--- src/rtl/sha_pad_pkg.sv ---
// Shared constants and FSM state type for the SHA-224/256 message padder.
package sha_const;

    localparam int         BLOCK_WORDS = 16;
    localparam int         LEN_WORD    = 14;
    localparam logic [7:0] PAD_BYTE    = 8'h80;

    typedef enum logic [1:0] {
        S_LOAD = 2'd0,
        S_PAD  = 2'd1,
        S_LEN  = 2'd2,
        S_OUT  = 2'd3
    } state_t;

endpackage

--- src/rtl/sha_pad.sv ---
// SHA-224/256 message padder: packs 32-bit words into 512-bit blocks and appends
// the 0x80 marker, zero fill and 64-bit bit length.
module sha_pad
    import sha_const::*;
(
    input  logic         clk,
    input  logic         rst,
    input  logic [31:0]  in_data,
    input  logic [2:0]   in_bytes,
    input  logic         in_last,
    input  logic         in_op,
    input  logic         in_valid,
    output logic         in_ready,
    output logic [511:0] Data,
    output logic [63:0]  Index,
    output logic         Operation,
    output logic         out_last,
    output logic         out_valid,
    input  logic         out_ready
);

    // Keep the valid leading bytes; on the last word put 0x80 right after them.
    function automatic logic [31:0] f_pad_word(input logic [31:0] data,
                                               input logic [2:0]  nbytes,
                                               input logic        last);
        logic [31:0] v;
        v = 32'h0;
        for (int b = 0; b < 4; b++) begin
            if (b < 32'(nbytes)) begin
                v[31-8*b -: 8] = data[31-8*b -: 8];
            end else if (last && (b == 32'(nbytes))) begin
                v[31-8*b -: 8] = PAD_BYTE;
            end else begin
                v[31-8*b -: 8] = 8'h00;
            end
        end
        return v;
    endfunction

    state_t      r_state;
    state_t      w_next_state;
    logic [4:0]  r_wp;
    logic [31:0] r_buf [BLOCK_WORDS];
    logic [63:0] r_len;
    logic [63:0] r_index;
    logic        r_op;
    logic        r_pend80;
    logic        r_padding;
    logic        r_in_msg;
    logic        r_out_last;
    logic        r_out_valid;
    logic        r_in_ready;
    logic        w_in_fire;
    logic        w_out_fire;

    assign w_in_fire  = r_in_ready & in_valid;
    assign w_out_fire = r_out_valid & out_ready;

    // Next-state decode; wp may reach 16 when the block fills during the last word.
    always_comb begin
        w_next_state = r_state;
        case (r_state)
            S_LOAD: begin
                if (w_in_fire) begin
                    if (in_last) begin
                        w_next_state = S_PAD;
                    end else if (r_wp == 5'(BLOCK_WORDS - 1)) begin
                        w_next_state = S_OUT;
                    end else begin
                        w_next_state = S_LOAD;
                    end
                end else begin
                    w_next_state = S_LOAD;
                end
            end
            S_PAD: begin
                if (r_pend80) begin
                    if (r_wp == 5'(BLOCK_WORDS)) begin
                        w_next_state = S_OUT;
                    end else begin
                        w_next_state = S_PAD;
                    end
                end else if (r_wp == 5'(LEN_WORD)) begin
                    w_next_state = S_LEN;
                end else if (r_wp < 5'(LEN_WORD)) begin
                    w_next_state = S_PAD;
                end else begin
                    w_next_state = S_OUT;
                end
            end
            S_LEN: begin
                w_next_state = S_OUT;
            end
            S_OUT: begin
                if (w_out_fire) begin
                    if (r_out_last) begin
                        w_next_state = S_LOAD;
                    end else if (r_padding) begin
                        w_next_state = S_PAD;
                    end else begin
                        w_next_state = S_LOAD;
                    end
                end else begin
                    w_next_state = S_OUT;
                end
            end
            default: begin
                w_next_state = S_LOAD;
            end
        endcase
    end

    // State register.
    always_ff @(posedge clk) begin
        if (rst) begin
            r_state <= S_LOAD;
        end else begin
            r_state <= w_next_state;
        end
    end

    // Block buffer, counters and registered handshake outputs.
    always_ff @(posedge clk) begin
        if (rst) begin
            for (int i = 0; i < BLOCK_WORDS; i++) begin
                r_buf[i] <= 32'h0;
            end
            r_wp        <= 5'd0;
            r_len       <= 64'd0;
            r_index     <= 64'd0;
            r_op        <= 1'b0;
            r_pend80    <= 1'b0;
            r_padding   <= 1'b0;
            r_in_msg    <= 1'b0;
            r_out_last  <= 1'b0;
            r_out_valid <= 1'b0;
            r_in_ready  <= 1'b0;
        end else begin
            r_out_valid <= (w_next_state == S_OUT);
            r_in_ready  <= (w_next_state == S_LOAD);
            case (r_state)
                S_LOAD: begin
                    if (w_in_fire) begin
                        r_buf[r_wp[3:0]] <= f_pad_word(in_data, in_bytes, in_last);
                        r_wp             <= r_wp + 5'd1;
                        r_len            <= r_len + {58'd0, in_bytes, 3'd0};
                        r_in_msg         <= 1'b1;
                        if (!r_in_msg) begin
                            r_op <= in_op;
                        end
                        if (in_last) begin
                            r_pend80  <= (in_bytes == 3'd4);
                            r_padding <= 1'b1;
                        end
                    end
                end
                S_PAD: begin
                    if (r_pend80) begin
                        if (r_wp != 5'(BLOCK_WORDS)) begin
                            r_buf[r_wp[3:0]] <= {PAD_BYTE, 24'h0};
                            r_wp             <= r_wp + 5'd1;
                            r_pend80         <= 1'b0;
                        end
                    end else if (r_wp < 5'(LEN_WORD)) begin
                        r_buf[r_wp[3:0]] <= 32'h0;
                        r_wp             <= r_wp + 5'd1;
                    end
                end
                S_LEN: begin
                    r_buf[4'(LEN_WORD)]     <= r_len[63:32];
                    r_buf[4'(LEN_WORD + 1)] <= r_len[31:0];
                    r_out_last              <= 1'b1;
                end
                S_OUT: begin
                    if (w_out_fire) begin
                        for (int i = 0; i < BLOCK_WORDS; i++) begin
                            r_buf[i] <= 32'h0;
                        end
                        r_wp       <= 5'd0;
                        r_out_last <= 1'b0;
                        if (r_out_last) begin
                            r_index   <= 64'd0;
                            r_len     <= 64'd0;
                            r_padding <= 1'b0;
                            r_in_msg  <= 1'b0;
                        end else begin
                            r_index <= r_index + 64'd1;
                        end
                    end
                end
                default: begin
                    r_wp <= 5'd0;
                end
            endcase
        end
    end

    // Flatten the buffer, word 0 in the top bits.
    always_comb begin
        Data = 512'd0;
        for (int i = 0; i < BLOCK_WORDS; i++) begin
            Data[511-32*i -: 32] = r_buf[i];
        end
    end

    assign Index     = r_index;
    assign Operation = r_op;
    assign out_last  = r_out_last;
    assign out_valid = r_out_valid;
    assign in_ready  = r_in_ready;

endmodule

--- config.mk ---
export PLATFORM = sky130hd
export DESIGN_NAME = sha_pad
export DESIGN_NICKNAME = d
export VERILOG_FILES = /design/src/rtl/sha_pad_pkg.sv /design/src/rtl/sha_pad.sv
export SDC_FILE = /design/constraint.sdc
export NUM_CORES = 1
export LEC_CHECK = 0
export CORE_ASPECT_RATIO = 0.6
export CORE_MARGIN = 3
export CORE_UTILIZATION = 45
export DETAILED_ROUTE_END_ITERATION = 16
export PLACE_DENSITY_LB_ADDON = 0.12
export SLEW_MARGIN = 20
export SYNTH_ARGS = -nofsm -noshare
export SYNTH_HDL_FRONTEND = slang
export SYNTH_SLANG_ARGS = --single-unit
--- constraint.sdc ---
create_clock -name clk -period 2.85 [get_ports clk]
set_input_delay 0.7125 -clock clk [delete_from_list [all_inputs] [get_ports clk]]
set_output_delay 0.7125 -clock clk [all_outputs]
set_load 0.01 [all_outputs]
Word level (Yosys, flattened, before mapping)
Memories as Yosys holds them, arrays and structs flattened.
Index checks and enable logic that the tools add are counted.
{"block": "classes", "div": 0, "addsub": 3, "n_bitwise": 23, "shift": 0, "reduce_logical": 19, "n_mul": 0, "n_eq_ne": 18, "n_mux": 102, "magnitude_cmp": 5}
{"cell": "$mux 32", "count": 21}
{"cell": "$mux 64", "count": 4}
{"cell": "$mux 8", "count": 20}
{"cell": "$pmux 64 s2", "count": 1}
{"cell": "$add 64x1->64 const B", "count": 1}
{"cell": "$add 64x6->64", "count": 1}
{"cell": "$mux 1", "count": 36}
{"cell": "$reduce_or 32->1", "count": 1}
{"cell": "$mux 5", "count": 5}
{"cell": "$or 1x1->1", "count": 20}
{"cell": "$mux 2", "count": 8}
{"cell": "$pmux 5 s3", "count": 1}
{"cell": "$eq 5x4->1 const B", "count": 2}
{"cell": "$reduce_and 5->1", "count": 2}
{"cell": "$ne 2x2->1 const B", "count": 4}
{"cell": "$pmux 1 s2", "count": 4}
{"cell": "$pmux 2 s4", "count": 1}
{"cell": "$eq 2x2->1 const B", "count": 3}
{"cell": "$eq 2x3->1 const A", "count": 2}
{"cell": "$lt 1x3->1 const A", "count": 2}
{"cell": "$lt 2x3->1 const A", "count": 2}
{"cell": "$ne 3x3->1 const B", "count": 2}
{"cell": "$reduce_and 3->1", "count": 2}
{"cell": "$reduce_bool 2->1", "count": 3}
{"cell": "16 further kinds", "count": 22}
{"block": "word_totals", "mem_bits_rw": 512, "latch_bits": 0, "wordCells": 182, "mem_bits_ro": 0, "inputBits": 41, "register_bits": 142, "memories": 1, "output_inout_bits": 580}
{"memory": "r_buf", "depth": 16, "width": 32, "rd": 16, "rd_ports_with_merged_regs": 0, "write_ports": 16, "line_no": "sha_pad.sv:43", "text": "logic [31:0] r_buf [BLOCK_WORDS];"}

Depth between registers and ports, before layout
Gate-level depths: netlist of the first run.
{"block": "logic_depth", "word_depth": 10, "depth_mapped": 10}

Worst setup path after synthesis of the first run
No wires, ideal clock.
{"block": "synth_path", "path_kind": "input port to flip-flop", "startpoint": "input port rst", "endpoint": "memory r_buf[6][0], enable pin", "t_arrival_ns": 2.614, "setup_time_ns": 0.389, "cell_stages": 7, "slack_ns": -0.154, "cell_sequence": "nor3b_2 o211a_2 nor2_1 nor3b_2 nand2_1 clkbuf_1 nand2_1"}
{"item": "start, declared", "line_no": "sha_pad.sv:7", "text": "input logic rst,"}
{"item": "end, declared", "line_no": "sha_pad.sv:43"}

Worst setup path after layout of the first run
{"block": "layout_path", "startpoint": "input port in_bytes[0]", "endpoint": "register r_len[25]"}
{"block": "layout_between", "elab_chain_len": 3}
{"item": "start, declared", "line_no": "sha_pad.sv:9", "text": "input logic [2:0] in_bytes,"}
{"item": "$add 64x6->64", "line_no": "sha_pad.sv:146", "text": "r_len <= r_len + {58'd0, in_bytes, 3'd0};"}
{"item": "$mux 64", "line_no": "sha_pad.sv:143", "text": "if (w_in_fire) begin"}
{"item": "$pmux 64 s2", "line_no": "sha_pad.sv:141", "text": "case (r_state)"}
{"item": "end signal, assigned", "line_no": "sha_pad.sv:146"}
{"item": "end, declared", "line_no": "sha_pad.sv:44", "text": "logic [63:0] r_len;"}
No other way between the ends. The select of a mux whose other input is x is not followed.
A chain may end at the register's enable or synchronous reset.

==> metrics.txt, run 1 <==
Core Util, Final=65.63%; post_cts resized=0; worst hold stages=2; r2r startpoint=r_len[19]; period utilisation layout=92.63%; #FFs+latches synth=651; Gate Count Post-Synth=2152; largest net degree at the start of global routing=65; most common cell after layout, fill and taps aside=clkdlybuf4s50_1; gpl congestion=0.9324; P&R area growth vs syn=41.74%; initial drt markers=2233; first-pass GRT wire length=127300 µm; worst skew pair latency=0.61 ns; Worst path slowest cell=clkdlybuf4s50_1; CTS Buffer Depth=3; status=completed; worst path arrival time=3.12 ns; post-synth top area share=60.29%; Avg WL per Cell=24.05 µm; fillers=4200; Via-to-Cell Ratio=5.507; f_max=378.8 MHz; crit path kind=primary input to flop; total core area=55080 µm²; final hold vios=0; initial antenna violation count=5; Placed Instance Area=34250 µm²; hold-fix buffer count after cts=0; Clk pwr share=38.6%; Stages on worst setup path=10; Cell Int Power=15.65 mW; reg-to-reg slack, setup=0.25 ns; CP max FO=6; WL final=87850 µm; die height=190.4 µm; Cell Area, Synth=25500 µm²; Seq/Total Area, Yosys=71.20%; Flop pwr share=52.0%; CP endpoint kind=flop; CP peak stage delay=0.49 ns; total number of vias=20117; Switching Share=23.33%; fin nets=2905; worst hold-check path type=flop to flop; number of global-route vias before repair=19622; H-tree depth=2; synth top area cells=edfxtp_1 (60%), dfxtp_1 (11%), nor2_1 (8.4%); Sw Pwr=4.762 mW; Most common cell on crit path=o21ai_0; worst rel slew slack=48.43%; Least-Margin Pin Slew=0.7735 ns; cell row count=66; Hold Path Origin=r_in_msg; Ys Warns=0; VDD IR-drop max=0.0005163 V; I/O Buffers=620; RR Endpoint=r_len[40]; fin crit period=2.640 ns; share of synthesized registers carrying an async set or reset=0%; gr usage total=28.69%; Post-CTS Setup Inserts=0; router iterations before antenna repair=8; PD cells=564.7 nW/µm²; number of synthesized flops with an enable pin=512; Worst-path clk slew=0.07 ns; combinational share of power=9.4%; crit path launch type=primary input; Setup violations, final=0; Die ar.=59660 µm²; max-cap check violation count=0; Starting Density=46.30%; PnR Total Power=20.41 mW; Hold Slack=0.4511 ns; top_reg_cell synth=edfxtp_1; syn_area_per_cell=11.85 µm²; CP Cell Sequence=clkdlybuf4s50_1, ha_1, fa_1, a21o_1, nand2_1, buf_4, nor3_1, a31oi_1, o21ai_0, o21ai_0; Critical path buffers and inverters=2; root buffer cell=clkbuf_16; # clock sinks=651; Netlist cell types=66; Ports=621; post-DP HPWL=64100 µm; remaining antenna violation count=0; dominant cell type by area after synthesis=edfxtp_1; final-report max-slew violation count=0; share of cells above drive strength 1=10.58%; cells on worst reg2reg path=7; CP delay by family, top=compound AO/OA/AOI/OAI gates; Max Clock Skew=0.01666 ns; Die Wd=313.3 µm; CTS tree=built; syn nets=2203; most frequent cells in the layout=clkdlybuf4s50_1 (620), nor2_1 (566), edfxtp_1 (512), nand2_1 (193), dfxtp_1 (139); Overflow after GRT=0; leakage=12.93 nW; Worst Path Required=3.33 ns; CTS buffer count=58; cell area after layout=36150 µm²; hold path endpoint=r_in_msg; RSZ-0062 raised after global routing=false; # DRC=0
## Yosys cell counts (4+ instances only)
master,instances
o21ai_0,131
o211ai_1,8
nand2_1,209
xor2_1,14
a21o_1,4
and2_1,9
nor4_4,4
nor4_2,6
a21oi_1,43
inv_1,26
o31ai_1,13
a311oi_1,5
dfxtp_1,139
nor3b_2,4
a41oi_1,6
buf_2,13
buf_1,7
or4_1,5
and4_1,13
nand3_1,49
and3_1,16
nand4_1,38
ha_1,9
a31oi_1,23
nor2_1,568
or3_1,9
clkbuf_1,116
nand2b_1,5
edfxtp_1,512
nor3_2,6
nor3_1,37
nor4_1,9
xnor2_1,46
## metrics by stage
step                      cells  setup TNS [ns]  setup WS (ns)
after CTS                  3651               0         0.2826
after floorplan            2152          -16.87        -0.1074
after global routing       3653               0        0.05160
after detailed placement   3542          -10.35        -0.3500
after global placement     3542          -5.433        -0.2930
final                      3653               0         0.2100
## cell families after synthesis
family	count (synthesis)	share of synthesized area, %
fa+ha+maj	10	0.5201
compound gates	253	5.770
xor+xnor	60	2.061
buf+inv	167	2.625
simple gates	1009	17.75
flops	651	71.20
mux	2	0.07850
## worst register-to-register path: stages (launching register included)
cell	delay, ns
dfxtp_1	0.49
and4_1	0.42
nand2_1	0.25
nor2_1	0.60
nand4_1	0.25
buf_4	0.21
o21ba_2	0.18
a31oi_1	0.14
## worst max path at each step
stage,slack [ns],from,to
2_1_floorplan,-0.11,rst,r_buf[11][0]
3_3_place_gp,-0.29,in_bytes[0],r_len[25]
3_5_place_dp,-0.35,in_bytes[0],r_len[59]
4_1_cts,0.28,r_wp[1],r_buf[13][5]
5_1_grt,0.05,in_bytes[0],r_len[25]
6_report,0.21,in_bytes[0],r_len[25]
## state kept, by name (all words and copies together), names as in the netlist, 2 cells and up
| register | count |
|---|---|
| r_wp | 5 |
| Index | 64 |
| r_len | 61 |
| r_buf | 512 |
| r_state | 2 |
## layout make-up
| class | instances | area (µm²) | share of cell area (%) |
|---|---|---|---|
| sequential | 651 | 18160 | 50.23 |
| timing repair buffer | 783 | 8330 | 23.05 |
| multi-input combinational | 1334 | 6733 | 18.63 |
| clock buffer | 67 | 1526 | 4.223 |
| tap | 748 | 935.9 | 2.589 |
| clock inverter | 42 | 362.8 | 1.004 |
| inverter | 26 | 97.59 | 0.2700 |
| antenna | 2 | 5.005 | 0.01385 |
## power by group through the flow
stage / Clock, mW / Combinational (mW) / Sequential (mW)
after global placement: 0 / 1.90 / 10.8
after global routing: 8.38 / 1.99 / 10.6
final: 7.88 / 1.91 / 10.6
after detailed placement: 0 / 1.91 / 10.8
after CTS: 7.98 / 1.92 / 10.6
after floorplan: 0 / 0.426 / 11.0
## routing by layer
metal	routed length, µm	vias up	part of all wire, %	GRT usage [%]
met4	4257	2	4.8	12.46
met3	8961	178	10	6.788
li1	-	8981	-	-
met5	13	-	0.015	0
met1	34750	9902	40	38.79
met2	39870	1054	45	44.60
No activity file was read; power rests on OpenSTA's default activity.
==> inputs of run 2 (changes only) <==
- CTS_BUF_LIST: not set -> sky130_fd_sc_hd__clkbuf_8
- clock period: 2.85 -> 3.4 ns (I/O delays scaled with it)
==> metrics.txt, run 2 (same netlist as run 1, synthesis figures left out) <==
Ports=621 (unchanged); Setup TNS=0 ns (unchanged); CP max FO=6 (unchanged); CP peak stage delay=0.58 ns (+0.09 ns); Critical path buffers and inverters=1 (-1); Top reg by flops=r_buf; post_cts resized=0 (unchanged); Switching Share=24.61% (+1.3 points); Hold Slack=0.4557 ns (+0.004653 ns); first-pass GRT wire length=127500 µm (+0.16%); worst skew pair latency=0.68 ns (+0.07 ns); f_max=364.9 MHz; number of global-route vias before repair=19219 (-2.1%); Worst path slowest cell=nor3_1; Via-to-Cell Ratio=5.518 (+0.20%); worst hold-check path type=flop to flop; Die Wd=313.3 µm (unchanged); VDD IR-drop max=0.0003359 V (-35%); gr usage total=28.88% (+0.19 points); largest net degree at the start of global routing=65 (unchanged); CTS tree=built; combinational share of power=9.3% (about the same); max reg flops=512 (unchanged); number of diodes=0 (-2); I/O Buffers=620 (unchanged); Max Clock Skew=0.02689 ns (+0.01023 ns); Avg WL per Cell=23.91 µm (-0.56%); initial drt markers=2360 (+5.7%); CTS Buffer Depth=3 (unchanged); Starting Density=46.30% (unchanged); Most common cell on crit path=o21ai_0; fillers=4351 (+3.6%); most common cell after layout, fill and taps aside=clkdlybuf4s50_1; Least-Margin Pin Slew=0.7287 ns (-0.04478 ns); Overflow after GRT=0 (unchanged); remaining antenna violation count=0 (unchanged); gpl congestion=0.9243 (-0.87%); share of cells above drive strength 1=9.390% (-1.2 points); Worst Path Required=3.96 ns (+0.63 ns); crit path kind=primary input to flop; die height=190.4 µm (unchanged); CTS buffer count=95 (+64%); final hold vios=0 (unchanged); worst path arrival time=3.30 ns (+0.18 ns); root buffer cell=clkbuf_8; CP delay by family, top=simple AND/OR/NAND/NOR gates; total number of vias=20229 (+0.56%); WL final=87670 µm (-0.21%); H-tree depth=3 (+1); Setup violations, final=0 (unchanged); PD cells=462.8 nW/µm² (-18%); hold-fix buffer count after cts=0 (unchanged); Worst-path clk slew=0.07 ns (about the same); Die ar.=59660 µm² (unchanged); period utilisation layout=80.61%; Flop pwr share=54.9% (+2.9 points); most frequent cells in the layout=clkdlybuf4s50_1 (620), nor2_1 (566), edfxtp_1 (512), nand2_1 (198), dfxtp_1 (139); # DRC=0 (unchanged); reg-to-reg slack, setup=0.71 ns (+0.46 ns); Sw Pwr=3.992 mW (-16%); Cell Int Power=12.23 mW (-22%); leakage=12.57 nW (-2.8%); router iterations before antenna repair=6 (-2); Post-CTS Setup Inserts=0 (unchanged); crit path launch type=primary input; max-cap check violation count=0 (unchanged); Clk pwr share=35.8% (-2.8 points); status=completed; CP endpoint kind=flop; RSZ-0062 raised after global routing=false; # clock sinks=651 (unchanged); fin crit period=2.741 ns; cell row count=66 (unchanged); final-report max-slew violation count=0 (unchanged); fin nets=2890 (-0.52%); total core area=55080 µm² (unchanged); P&R area growth vs syn=37.42%; post-DP HPWL=62450 µm (-2.6%); initial antenna violation count=1 (-4); worst rel slew slack=51.42% (+3.0 points); CP Cell Sequence=clkdlybuf4s50_1, ha_1, fa_1, a21o_1, nand2_1, nor3_1, a31oi_1, o21ai_0, o21ai_0
## run 2: cell types whose count changed in the layout (fill, tap and decap cells not counted), moves of 10 or more
cell	change
buf_12	-41
buf_4	-11
clkbuf_8	+98
clkbuf_16	-59
clkinv_1	+10
inv_1	+39
## run 2: layout make-up
class                   instances  area (µm²)  area share, %
flip-flops and latches        651       18160          51.81
repair buffers                731        7427          21.19
multi-input cells            1334        6720          19.17
clock buffers                 100        1376          3.927
well taps                     748       935.9          2.670
clock inverters                76       332.8         0.9496
inverters                      26       97.59         0.2785
## run 2: per-layer routing
metal | global-route usage [%] | up-vias | share of wire [%]
li1 | - | 8952 | -
met1 | 40.88 | 9945 | 41
met2 | 43.62 | 1165 | 45
met3 | 7.234 | 167 | 10
met4 | 10.03 | 0 | 3.4
met5 | 0 | - | 0
## run 2: power groups by stage
| stage | Clock, mW | Sequential, mW | Combinational [mW] |
|---|---|---|---|
| 2_1_floorplan | 0 | 9.20 | 0.355 |
| 3_3_place_gp | 0 | 9.08 | 1.49 |
| 3_5_place_dp | 0 | 9.08 | 1.50 |
| 4_1_cts | 5.89 | 8.91 | 1.51 |
| 5_1_grt | 6.27 | 8.93 | 1.57 |
| 6_report | 5.81 | 8.91 | 1.50 |
## run 2: path summary, 6_finish.rpt
path,start,endpoint,depth (start not counted)
setup / recovery,in_bytes[0],r_len[27],9
hold / removal,r_in_msg,r_in_msg,2
setup reg to reg,r_wp[1],r_buf[8][9],9
hold reg to reg,r_in_msg,r_in_msg,2
## run 2: worst register-to-register path: stages (launching register included)
cell and delay [ns]:
dfxtp_1 0.42, inv_1 0.10, ha_1 0.26, nand4bb_1 0.24, o211a_2 0.33, nor2_1 0.14
nor3b_2 0.32, nand2_1 0.15, nand2_1 0.14, buf_12 0.24
## run 2: per-stage QoR
step           util, %  setup WS [ns]  area, µm²  power [mW]  std cells
5_1_grt          63.63         0.4849      35050       16.77       3666
3_3_place_gp     60.53         0.1357      33340       10.56       3490
4_1_cts          63.63         0.7069      35050       16.31       3666
2_1_floorplan        -         0.2589      25500       9.558       2152
6_report         63.63         0.6592      35050       16.22       3666
3_5_place_dp     60.53        0.02726      33340       10.58       3490
